$ cat config.mk
export PLATFORM = sky130hd
export DESIGN_NAME = ad7771_frame_averager
export DESIGN_NICKNAME = d
export VERILOG_FILES = /design/src/rtl/ad7771_pkg.sv /design/src/rtl/ad7771_chan_accumulator.sv /design/src/rtl/ad7771_frame_averager.sv
export SDC_FILE = /design/constraint.sdc
export NUM_CORES = 1
export LEC_CHECK = 0
export ABC_CLOCK_PERIOD_IN_PS = 4400
export CORE_UTILIZATION = 43
export DETAILED_ROUTE_END_ITERATION = 10
export PLACE_DENSITY = 0.63
export SETUP_SLACK_MARGIN = 0.2
export SKIP_LAST_GASP = 1
export SLEW_MARGIN = 25
export SYNTH_ARGS = -nofsm -noshare
export SYNTH_HDL_FRONTEND = slang
export SYNTH_SLANG_ARGS = --single-unit
$ cat constraint.sdc
create_clock -name clk_i -period 4.4 [get_ports clk_i]
set_input_delay 0.66 -clock clk_i [delete_from_list [all_inputs] [get_ports clk_i]]
set_output_delay 0.66 -clock clk_i [all_outputs]
set_load 0.01 [all_outputs]
$ cat src/rtl/ad7771_pkg.sv
// Shared AD7771 DOUT frame layout: header fields, frame slices and the frame struct.
// The header check helper lives here so every consumer of the frame agrees on it.
package ad7771_pkg;

  localparam int DATA_W  = 24;
  localparam int HDR_W   = 8;
  localparam int FRAME_W = 64;
  localparam int ERR_W   = 16;

  localparam int HDR_ERR_BIT = 7;
  localparam int HDR_ID_MSB  = 6;
  localparam int HDR_ID_LSB  = 4;

  localparam int CH1_HDR_MSB  = 63;
  localparam int CH1_HDR_LSB  = 56;
  localparam int CH1_DATA_MSB = 55;
  localparam int CH1_DATA_LSB = 32;
  localparam int CH2_HDR_MSB  = 31;
  localparam int CH2_HDR_LSB  = 24;
  localparam int CH2_DATA_MSB = 23;
  localparam int CH2_DATA_LSB = 0;

  typedef struct packed {
    logic [HDR_W-1:0]  ch1_hdr;
    logic [DATA_W-1:0] ch1_data;
    logic [HDR_W-1:0]  ch2_hdr;
    logic [DATA_W-1:0] ch2_data;
  } ad7771_frame_t;

  // Takes only the error flag and ID bits; the low nibble of a header carries nothing we use.
  function automatic logic hdr_ok(input logic [HDR_ERR_BIT:HDR_ID_LSB] hdr_hi,
                                  input logic [HDR_ID_MSB-HDR_ID_LSB:0] id);
    return !hdr_hi[HDR_ERR_BIT] && (hdr_hi[HDR_ID_MSB:HDR_ID_LSB] == id);
  endfunction

endpackage

$ cat src/rtl/ad7771_chan_accumulator.sv
// One channel of the boxcar averager: accumulates sign-extended samples and, on the
// closing sample of a block, registers the floor-shifted mean.
module ad7771_chan_accumulator
  import ad7771_pkg::*;
#(
  parameter int LOG2_AVG = 4,
  parameter int ACC_W    = DATA_W + LOG2_AVG
) (
  input  logic                     clk_i,
  input  logic                     reset_i,
  input  logic signed [ACC_W-1:0]  sample,
  input  logic                     add_en,
  input  logic                     clear,
  input  logic                     done,
  output logic signed [DATA_W-1:0] result
);

  logic signed [ACC_W-1:0] acc_p0;
  logic signed [ACC_W-1:0] sum_p0;

  // Arithmetic shift floors toward -inf; the block sum always fits back in DATA_W.
  function automatic logic signed [DATA_W-1:0] floor_mean(input logic signed [ACC_W-1:0] s);
    return DATA_W'(s >>> LOG2_AVG);
  endfunction

  assign sum_p0 = acc_p0 + sample;

  // p0 -> p1: accumulator update and averaged-result register
  always_ff @(posedge clk_i or posedge reset_i) begin
    if (reset_i) begin
      acc_p0 <= '0;
      result <= '0;
    end else if (clear) begin
      acc_p0 <= '0;
    end else if (add_en) begin
      if (done) begin
        acc_p0 <= '0;
        result <= floor_mean(sum_p0);
      end else begin
        acc_p0 <= sum_p0;
      end
    end
  end

endmodule

$ cat src/rtl/ad7771_frame_averager.sv
// Validates AD7771 DOUT frame headers, drops bad frames and boxcar-averages 2^LOG2_AVG
// good samples per channel into one averaged pair per block.
module ad7771_frame_averager
  import ad7771_pkg::*;
#(
  parameter int         LOG2_AVG = 4,
  parameter logic [2:0] CH1_ID   = 3'd0,
  parameter logic [2:0] CH2_ID   = 3'd1
) (
  input  logic                     clk_i,
  input  logic                     reset_i,
  input  logic                     frame_valid_i,
  input  logic [FRAME_W-1:0]       frame_i,
  input  logic                     clear_i,
  output logic signed [DATA_W-1:0] avg_ch1_o,
  output logic signed [DATA_W-1:0] avg_ch2_o,
  output logic                     avg_valid_o,
  output logic                     frame_err_o,
  output logic [ERR_W-1:0]         err_count_o
);

  localparam int ACC_W = DATA_W + LOG2_AVG;
  localparam int CNT_W = (LOG2_AVG == 0) ? 1 : LOG2_AVG;
  localparam logic [CNT_W-1:0] CNT_LAST = CNT_W'((1 << LOG2_AVG) - 1);

  ad7771_frame_t           frame_p0;
  logic                    accept_p0;
  logic                    hdr_good_p0;
  logic                    good_p0;
  logic                    bad_p0;
  logic                    done_p0;
  logic [CNT_W-1:0]        cnt_p0;
  logic signed [ACC_W-1:0] ch1_ext_p0;
  logic signed [ACC_W-1:0] ch2_ext_p0;
  logic                    vld_p1;
  logic                    err_p1;
  logic [ERR_W-1:0]        err_cnt_p1;
  logic                    unused_hdr_lsbs;

  function automatic logic signed [ACC_W-1:0] sext(input logic signed [DATA_W-1:0] d);
    return ACC_W'(d);
  endfunction

  function automatic logic [ERR_W-1:0] sat_inc(input logic [ERR_W-1:0] c);
    return (c == {ERR_W{1'b1}}) ? c : c + ERR_W'(1);
  endfunction

  assign frame_p0 = ad7771_frame_t'(frame_i);
  assign unused_hdr_lsbs = ^{frame_p0.ch1_hdr[HDR_ID_LSB-1:0], frame_p0.ch2_hdr[HDR_ID_LSB-1:0]};

  // A coincident clear swallows the frame entirely: neither accumulated nor counted as an error.
  assign hdr_good_p0 = hdr_ok(frame_p0.ch1_hdr[HDR_ERR_BIT:HDR_ID_LSB], CH1_ID) &&
                       hdr_ok(frame_p0.ch2_hdr[HDR_ERR_BIT:HDR_ID_LSB], CH2_ID);
  assign accept_p0   = frame_valid_i && !clear_i;
  assign good_p0     = accept_p0 && hdr_good_p0;
  assign bad_p0      = accept_p0 && !hdr_good_p0;
  assign done_p0     = (cnt_p0 == CNT_LAST);
  assign ch1_ext_p0  = sext(frame_p0.ch1_data);
  assign ch2_ext_p0  = sext(frame_p0.ch2_data);

  // p0 -> p1: sample counter, strobes and rejected-frame count
  always_ff @(posedge clk_i or posedge reset_i) begin
    if (reset_i) begin
      cnt_p0     <= '0;
      vld_p1     <= 1'b0;
      err_p1     <= 1'b0;
      err_cnt_p1 <= '0;
    end else begin
      vld_p1 <= good_p0 && done_p0;
      err_p1 <= bad_p0;
      if (bad_p0) begin
        err_cnt_p1 <= sat_inc(err_cnt_p1);
      end
      if (clear_i) begin
        cnt_p0 <= '0;
      end else if (good_p0) begin
        cnt_p0 <= done_p0 ? '0 : cnt_p0 + CNT_W'(1);
      end
    end
  end

  ad7771_chan_accumulator #(
    .LOG2_AVG (LOG2_AVG),
    .ACC_W    (ACC_W)
  ) u_acc_ch1 (
    .clk_i   (clk_i),
    .reset_i (reset_i),
    .sample  (ch1_ext_p0),
    .add_en  (good_p0),
    .clear   (clear_i),
    .done    (done_p0),
    .result  (avg_ch1_o)
  );

  ad7771_chan_accumulator #(
    .LOG2_AVG (LOG2_AVG),
    .ACC_W    (ACC_W)
  ) u_acc_ch2 (
    .clk_i   (clk_i),
    .reset_i (reset_i),
    .sample  (ch2_ext_p0),
    .add_en  (good_p0),
    .clear   (clear_i),
    .done    (done_p0),
    .result  (avg_ch2_o)
  );

  assign avg_valid_o = vld_p1;
  assign frame_err_o = err_p1;
  assign err_count_o = err_cnt_p1;

endmodule
== Word-level counts from Yosys, hierarchy flattened ==
Index checks and enable logic that the tools add are counted.

* Register bits: 126
* Output and inout bits: 66

* Multiplexer cells: 9
* Reduce and logical (&&, ||, !) cells: 15
* Bitwise gates (word level): 2
* Add/sub/neg operators: 4
* Eq/ne operators: 3

{| class="wikitable"
|+ Operators with widths
! operator !! number
|-
| $mux W28 || 6
|-
| $add A28 B24 Y28 || 2
|-
| $add A16 B1 Y16 const B || 1
|-
| $eq A16 B16 Y1 const B || 1
|-
| $mux W4 || 3
|-
| $logic_and A1 B1 Y1 || 7
|-
| $add A4 B1 Y4 const B || 1
|-
| $eq A4 B4 Y1 const B || 1
|-
| $logic_not A1 Y1 || 4
|-
| $eq A3 B1 Y1 const B || 1
|-
| $logic_not A3 Y1 || 1
|-
| $reduce_and A3 Y1 || 1
|-
| $not A1 Y1 || 2
|-
| $reduce_and A2 Y1 || 1
|-
| $reduce_bool A2 Y1 || 1
|}

== Longest topological paths before layout ==
Gate-level depths: netlist (run 1).

* Depth after elaboration: 6
* Mapped depth: 12

== Modules after synthesis ==
A second synthesis (run 1) with hierarchy kept.

* Cells, all modules: 864
* Area, all modules: 7980.2 µm²

{| class="wikitable"
|+ Modules (own cells, without submodules)
! module !! area an instance (µm²) !! cells an instance !! times used !! seq. area each (µm²)
|-
| ad7771_chan_accumulator at u_acc_ch1 || 3513.4 || 398 || 1 || 1301.2
|-
| ad7771_chan_accumulator at u_acc_ch2 || 3339.5 || 361 || 1 || 1301.2
|-
| ad7771_frame_averager || 1127.3 || 105 || 1 || 550.5
|}

== Worst setup path after synthesis (run 1) ==
No wires, ideal clock.

* Path kind: input to register
* Start point: input frame_i[32]
* End point: register u_acc_ch1.result[18]
* Path slack: 1340 ps
* Required time: 4275 ps
* Stages on the path: 12
* Arrival: 2936 ps
* Cell sequence: ha_1 > inv_1 > fa_1 > nor2b_2 > o31ai_2 > a211oi_1 > a211oi_2 > o31ai_2 > a21oi_1 > o21ai_0 > xor2_1 > mux2_2

* Longest elaborated chain between the ends: 1

{| class="wikitable"
|+ Ends and longest elaborated chain
! element !! line !! source
|-
| start: declaration || ad7771_frame_averager.sv:13 || <nowiki>input logic [FRAME_W-1:0] frame_i,</nowiki>
|-
| $add A28 B24 Y28 || ad7771_chan_accumulator.sv:26 || <nowiki>assign sum_p0 = acc_p0 + sample;</nowiki>
|-
| end signal: assignment || ad7771_chan_accumulator.sv:38 || <nowiki>result <= floor_mean(sum_p0);</nowiki>
|-
| end: declaration || ad7771_chan_accumulator.sv:15 || <nowiki>output logic signed [DATA_W-1:0] result</nowiki>
|}

Every way passes these cells.
A chain may end at the register's enable or synchronous reset.

== Worst setup path in the final report (run 1) ==
* Start point: input frame_i[0]
* End point: register u_acc_ch2.result[22]

* Longest elaborated chain between the ends: 1

{| class="wikitable"
|+ Ends and longest elaborated chain
! element !! line
|-
| $add A28 B24 Y28 || ad7771_chan_accumulator.sv:26
|-
| end signal: assignment || ad7771_chan_accumulator.sv:38
|-
| end: declaration || ad7771_chan_accumulator.sv:15
|}

Every way passes these cells.

==> key figures, run 1 <==
Outcome
  – Status: finished clean

Drt
  – DRC errors left: 0
  – Drt via density: 5.404
  – Drt wl/cell: 15.70 um
  – DRT Pass-1 Iters: 4
  – Via count: 6339
  – Post-DRT Antenna Nets: 0
  – Total wire length: 18410 um
  – DRT iter0 DRCs: 363

GRT
  – GRT overflow: 0
  – Vias in the first global route: 6131
  – Antenna violations before repair: 0
  – Global Route Usage Sum: 21.30%
  – Global-route wire length before repair: 30610 um
  – Largest net degree at the start of global routing: 66

Worst hold path
  – Hold crit path type: flip-flop to flip-flop

Run
  – Max_cap viols: 0

Finish
  – Layout cell share with drive strength beyond 1: 7.173%
  – Final instance count without filler cells: 1173
  – Final net count: 1061
  – Synth-to-layout area growth: 27.14%
  – Number of diodes: 0
  – Final Cell Area: 9754 sq um

Clock tree
  – CTS Buf Count: 17
  – CTS Root Buffer Type: clkbuf_16
  – Setup Buffers After CTS: 0
  – Hold_buf cts: 0
  – Clk Latency, worst-skew pair: 420 ps
  – H-tree depth: 4
  – Clk slew on worst S/H paths: 60 ps
  – Post-cts sizing count: 0
  – CTS sink count: 126
  – Max Root-Sink Buffers: 2
  – CTS tree: built

Timing
  – Fin. Hold Viols: 0
  – Max frequency: 292.3 MHz
  – Fin crit period: 3422 ps
  – Period utilization: 77.77%
  – RSZ-0062 raised after global routing: no
  – Count of pins over their slew limit: 0
  – Setup TNS: 0 ps
  – Worst slew margin: 43.75%
  – Final Setup Violations: 0
  – WHS: 469.8 ps
  – Slew at the pin closest to its max-slew limit: 842.5 ps
  – Setup Skew: 8.212 ps

Logic synthesis
  – Ys async rst share: 100.0%
  – Yosys Warn Count: 0
  – Leading post-synthesis cells by cell area: dfrtp_1 (41%), ha_1 (9.1%), nand2_1 (6.7%)
  – Synth top area share: 41.10%
  – Unique cell type count in the Yosys netlist: 68
  – Synth Flop Type: dfrtp_1
  – Post-synth top cells: nand2_1 (137), dfrtp_1 (126), ha_1 (56), a21oi_1 (49), o21ai_0 (45)
  – Most numerous cell in the Yosys netlist: nand2_1
  – Mapped Cells: 817
  – Synth Net Count: 943
  – Seq cells post-synth: 126
  – Mapped Area: 7672 sq um
  – Leading area contributor after synthesis: dfrtp_1
  – Avg Cell Area, Syn: 9.391 sq um
  – EDFF count, synth: 0
  – Sequential area share after synthesis: 41.10%

Floorplan
  – Rows: 48
  – Core area: 17360 sq um
  – Initial core utilization: 44.20%
  – Num ports: 134
  – Chip Height: 135.6 um
  – DIE WIDTH: 135.6 um
  – Die footprint: 18380 sq um

Power and ir drop
  – Net Sw Frac: 26.24%
  – Clk pwr share: 47.3%
  – VDD IR-drop max: 0.0002689 V
  – LEAKAGE: 4.758 nW
  – Combinational share of power: 10.9%
  – Pint: 2.149 mW
  – Seq pwr share: 41.7%
  – Sw power: 0.7644 mW
  – PD cells: 298.7 nW/um^2

Place
  – Cell area after placement: 9180 sq um
  – Dpl cells: 1141
  – Hpwl dp: 12630 um
  – Gpl congestion: 0.8738
  – IO Port Bufs: 125

Critical path
  – CP Data Required Time: 4750 ps
  – Crit start category: input pin
  – WS Path Type: input pin to flip-flop
  – Kind of end point of the critical path: flip-flop
  – Max FO, Critical Path: 4
  – CP arrival: 3770 ps
stage by stage:
step	util (%)	total power [mW]	setup WS [ps]
4_1_cts	56.20	2.947	1005
3_5_place_dp	52.89	1.558	583.8
2_1_floorplan	-	1.400	384.1
5_1_grt	56.20	3.025	718.9
3_3_place_gp	52.89	1.556	590.3
6_report	56.20	2.913	978.3
per-layer routing:
layer / wire, um / global-route usage [%] / vias up
met5: 0 / 0 / -
met4: 242 / 6.866 / 0
met3: 777 / 4.040 / 21
met2: 8277 / 32.99 / 122
met1: 9116 / 29.81 / 3021
li1: - / - / 3175
cells by family after synthesis:
family          count (synthesis)  synth area share (%)
compound gates                232                 21.09
xor+xnor                       61                 6.964
fa+ha+maj                      58                 9.654
buf+inv                        54                 2.707
flops                         126                 41.10
mux                            13                 1.859
simple gates                  273                 16.63
cell usage in the layout, fill, tap and decap left out, types with 12 or more instances in the layout:
cell type        instances
o21ai_0                 45
ha_1                    56
a22o_1                  40
a21o_1                  29
clkbuf_16               17
nand3_1                 23
nand2_1                137
nor2_1                  36
inv_1                   19
a21oi_1                 48
xor2_1                  28
nand2b_1                12
xnor2_1                 33
dfrtp_1                126
clkdlybuf4s50_1        125
layout make-up:
class                   instances  area, sq um
clock buffers                  18        439.2
clock inverters                14        135.1
fillers                      1618         7602
inverters                      21        81.33
multi-input cells             637         4323
flip-flops and latches        126         3153
well taps                     225        281.5
repair buffers                132         1341
power by group through the flow:
| stage | registers, mW | logic, mW | clock network (mW) |
|---|---|---|---|
| after floorplan | 1.25 | 0.154 | 0 |
| after global placement | 1.24 | 0.320 | 0 |
| after detailed placement | 1.24 | 0.322 | 0 |
| after CTS | 1.22 | 0.324 | 1.41 |
| after global routing | 1.22 | 0.352 | 1.45 |
| final | 1.22 | 0.319 | 1.38 |
registers in the layout (all words and copies together), names as in the netlist:
name              flops
u_acc_ch1.acc_p0     28
avg_valid_o           1
frame_err_o           1
u_acc_ch2.result     24
cnt_p0                4
u_acc_ch2.acc_p0     28
err_count_o          16
u_acc_ch1.result     24
path summary, 6_finish.rpt:
kind / slack, ps / cells after the start / end / from
min in group asynchronous: 760 / 2 / u_acc_ch1.result[8]$_DFFE_PP0P_ / reset_i
max: 980 / 13 / u_acc_ch2.result[22]$_DFFE_PP0P_ / frame_i[0]
max reg2reg: 1340 / 12 / u_acc_ch2.result[22]$_DFFE_PP0P_ / u_acc_ch2.acc_p0[0]$_DFFE_PP0P_
max in group asynchronous: 2820 / 3 / u_acc_ch2.acc_p0[15]$_DFFE_PP0P_ / reset_i
min: 470 / 2 / u_acc_ch2.result[18]$_DFFE_PP0P_ / u_acc_ch2.result[18]$_DFFE_PP0P_
min reg2reg: 470 / 2 / u_acc_ch2.result[18]$_DFFE_PP0P_ / u_acc_ch2.result[18]$_DFFE_PP0P_
worst max-delay path: stages:
cell and delay, ps:
clkdlybuf4s50_1 470, ha_1 200, inv_1 60, fa_1 400, nor2b_1 130, o21a_1 150, o21ai_2 90, a211oi_2 230
nor4_1 150, o31ai_1 400, a41oi_1 250, or4b_1 510, nand3_1 80
Power figures use the tool's default switching activity.
==> inputs of run 2 (changes only) <==
--- a/config.mk
+++ b/config.mk
@@ -5,7 +5,7 @@
 export SDC_FILE = /design/constraint.sdc
 export NUM_CORES = 1
 export LEC_CHECK = 0
-export ABC_CLOCK_PERIOD_IN_PS = 4400
+export ABC_CLOCK_PERIOD_IN_PS = 3300
 export CORE_UTILIZATION = 43
 export DETAILED_ROUTE_END_ITERATION = 10
 export PLACE_DENSITY = 0.63
==> constraint.sdc (replaced) <==
create_clock -name clk_i -period 3.3 [get_ports clk_i]
set_input_delay 0.495 -clock clk_i [delete_from_list [all_inputs] [get_ports clk_i]]
set_output_delay 0.495 -clock clk_i [all_outputs]
set_load 0.01 [all_outputs]
==> run 2 against run 1 <==
Sequential share of layout area is 1.8 points lower. First-iteration DRC count is 11% lower. Total power is 48% higher. Sequential power is 33% higher. Critical path depth is 1 lower. Clock power is 62% higher.
==> key figures, run 2 (same netlist as run 1, synthesis figures left out) <==
Drt
  – DRC errors left: 0 (unchanged)
  – Via count: 6528 (+3.0%)
  – Drt via density: 5.338 (-1.2%)
  – DRT iter0 DRCs: 323 (-11%)
  – DRT Pass-1 Iters: 5 (+1)
  – Post-DRT Antenna Nets: 0 (unchanged)
  – Drt wl/cell: 15.57 um (-0.83%)
  – Total wire length: 19040 um (+3.4%)

Floorplan
  – Die footprint: 18380 sq um (unchanged)
  – Chip Height: 135.6 um (unchanged)
  – Initial core utilization: 44.20% (unchanged)
  – Rows: 48 (unchanged)
  – DIE WIDTH: 135.6 um (unchanged)
  – Num ports: 134 (unchanged)
  – Core area: 17360 sq um (unchanged)

Place
  – Place WS: -249.9 ps (-833.7 ps)
  – Gpl congestion: 0.8773 (+0.40%)
  – IO Port Bufs: 125 (unchanged)
  – Hpwl dp: 13780 um (+9.1%)

Timing
  – Setup Skew: 7.701 ps (-0.5113 ps)
  – Period utilization: 90.41%
  – Max frequency: 335.2 MHz
  – Count of pins over their slew limit: 0 (unchanged)
  – RSZ-0062 raised after global routing: yes
  – Final Setup Violations: 0 (unchanged)
  – Worst slew margin: 48.41% (+4.7 points)
  – Fin. Hold Viols: 0 (unchanged)
  – Fin crit period: 2984 ps
  – Slew at the pin closest to its max-slew limit: 772.1 ps (-70.41 ps)
  – Setup ws final: 316.4 ps (-662.0 ps)

Finish
  – Layout cell share with drive strength beyond 1: 12.93% (+5.8 points)
  – Fillers: 1549 (-4.3%)
  – Regs by FF count: u_acc_ch1.acc_p0 x28, u_acc_ch2.acc_p0 x28
  – Commonest non-fill, non-tap cell in the layout: nand2_1
  – Final net count: 1111 (+4.7%)
  – Number of diodes: 0 (unchanged)
  – Synth-to-layout area growth: 34.74%
  – Core Util, Final: 59.56% (+3.4 points)
  – Most frequent cells in the layout: nand2_1 (137), dfrtp_1 (126), clkdlybuf4s50_1 (124), ha_1 (55), buf_4 (53)

Critical path
  – R2r startpoint: u_acc_ch2.acc_p0[0]$_DFFE_PP0P_
  – Cells along the critical path: ha_2, inv_2, fa_2, nor2b_1, o21a_1, o21ai_2, a211oi_2, nor4_4, o31ai_2, a41oi_2, or4b_1, nand3_1
  – Kind of end point of the critical path: flip-flop
  – Slowest CP cell: or4b_1
  – Reg2reg setup slack: 320 ps (-1020 ps)
  – CP arrival: 3340 ps (-430 ps)
  – CP delay by family, top: compound AO/OA/AOI/OAI gates
  – R2r worst-path depth: 12 (unchanged)
  – WS Path Type: flip-flop to flip-flop
  – Crit start category: flip-flop
  – Critical path buffers and inverters: 1 (-1)
  – R2r endpoint: u_acc_ch2.result[22]$_DFFE_PP0P_
  – Max FO, Critical Path: 4 (unchanged)
  – CP max stage delay: 540 ps (+30 ps)
  – CP Data Required Time: 3650 ps (-1100 ps)

Clock tree
  – Clk slew on worst S/H paths: 60 ps (about the same)
  – CTS Root Buffer Type: clkbuf_16
  – H-tree depth: 4 (unchanged)
  – CTS sink count: 126 (unchanged)
  – CTS Buf Count: 17 (unchanged)
  – Hold_buf cts: 0 (unchanged)
  – Max Root-Sink Buffers: 2 (unchanged)
  – Clk Latency, worst-skew pair: 420 ps (about the same)
  – CTS tree: built

Power and ir drop
  – PD cells: 416.2 nW/um^2 (+39%)
  – VDD IR-drop max: 0.0003544 V (+32%)
  – LEAKAGE: 5.110 nW (+7.4%)

Outcome
  – Status: finished clean

GRT
  – Antenna violations before repair: 0 (unchanged)
  – Vias in the first global route: 6451 (+5.2%)
  – Global Route Usage Sum: 21.61% (+0.31 points)
  – Global-route wire length before repair: 31310 um (+2.3%)
  – Largest net degree at the start of global routing: 55 (-17%)
  – GRT overflow: 0 (unchanged)

Worst hold path
  – Hold endpoint: u_acc_ch2.acc_p0[0]$_DFFE_PP0P_
  – Hold crit path type: input pin to flip-flop
  – Worst Hold Depth: 3 (+1)
  – Min-delay src: frame_i[0]

Run
  – Max_cap viols: 0 (unchanged)
==> run 2: cell types whose count changed in the layout (fill, tap and decap cells not counted), sizes merged <==
cell / delta
buf: +50
bufinv: +6
clkdlybuf4s50: -1
clkinv: +3
clkinvlp: -5
dlymetal6s2s: +1
inv: -4
==> run 2: what timing repair did <==
item,CTS,global route
endpoints found under the setup margin,3,18
resized for setup,0,18
pin swaps,1,12
setup buffers,0,1
==> run 2: tightest hold or removal path, delay by kind of cell <==
kind                     cells  cell delay (ps)
adder cells (fa/ha/maj)      1              140
buffers and inverters        1               90
AO/OA/AOI/OAI                1              110
==> run 2: layer usage <==
metal | global-route usage, % | part of all wire, % | up-vias
li1 | - | - | 3276
met1 | 30.08 | 49 | 3100
met2 | 34.07 | 45 | 136
met3 | 3.891 | 4.2 | 16
met4 | 6.429 | 1.1 | 0
met5 | 0 | 0 | -
==> run 2: worst max path at each step <==
stage / from / end / slack, ps / cells past startpoint
finish: u_acc_ch2.acc_p0[0]$_DFFE_PP0P_ / u_acc_ch2.result[22]$_DFFE_PP0P_ / 320 / 12
global route: u_acc_ch2.acc_p0[0]$_DFFE_PP0P_ / u_acc_ch2.result[22]$_DFFE_PP0P_ / 140 / 12
CTS: frame_i[32] / u_acc_ch1.result[18]$_DFFE_PP0P_ / 200 / 13
global placement: frame_i[32] / u_acc_ch1.acc_p0[26]$_DFFE_PP0P_ / -190 / 13
floorplan: frame_i[32] / u_acc_ch1.result[18]$_DFFE_PP0P_ / 400 / 12
detailed placement: frame_i[32] / u_acc_ch1.acc_p0[26]$_DFFE_PP0P_ / -250 / 13
==> run 2: through the flow <==
stage               cell area, sq um  TNS [ps]  power [mW]  instances  hold slack (ps)
finish                         10340         0       4.302       1223            452.2
global route                   10340         0       4.452       1223            463.7
CTS                            10250         0       4.345       1222            477.0
detailed placement              9562     -3171       2.101       1190            461.8
global placement                9562     -2138       2.100       1190            453.5
floorplan                       7676         0       1.867        817            453.8
==> run 2: power breakdown <==
part / leakage [nW] / switching, mW / internal (mW)
registers: 1.75 / 0.0396 / 1.58
logic: 3.03 / 0.218 / 0.236
clock network: 0.335 / 0.730 / 1.50
total: 5.11 / 0.987 / 3.32
==> run 2: final cells by class <==
class / instances / area, sq um / area share, %
tap: 225 / 281.5 / 2.723
multi-input combinational: 637 / 4397 / 42.53
clock buffer: 18 / 429.2 / 4.152
timing repair buffer: 182 / 1732 / 16.75
inverter: 21 / 82.58 / 0.7988
clock inverter: 14 / 262.8 / 2.542
sequential: 126 / 3153 / 30.50
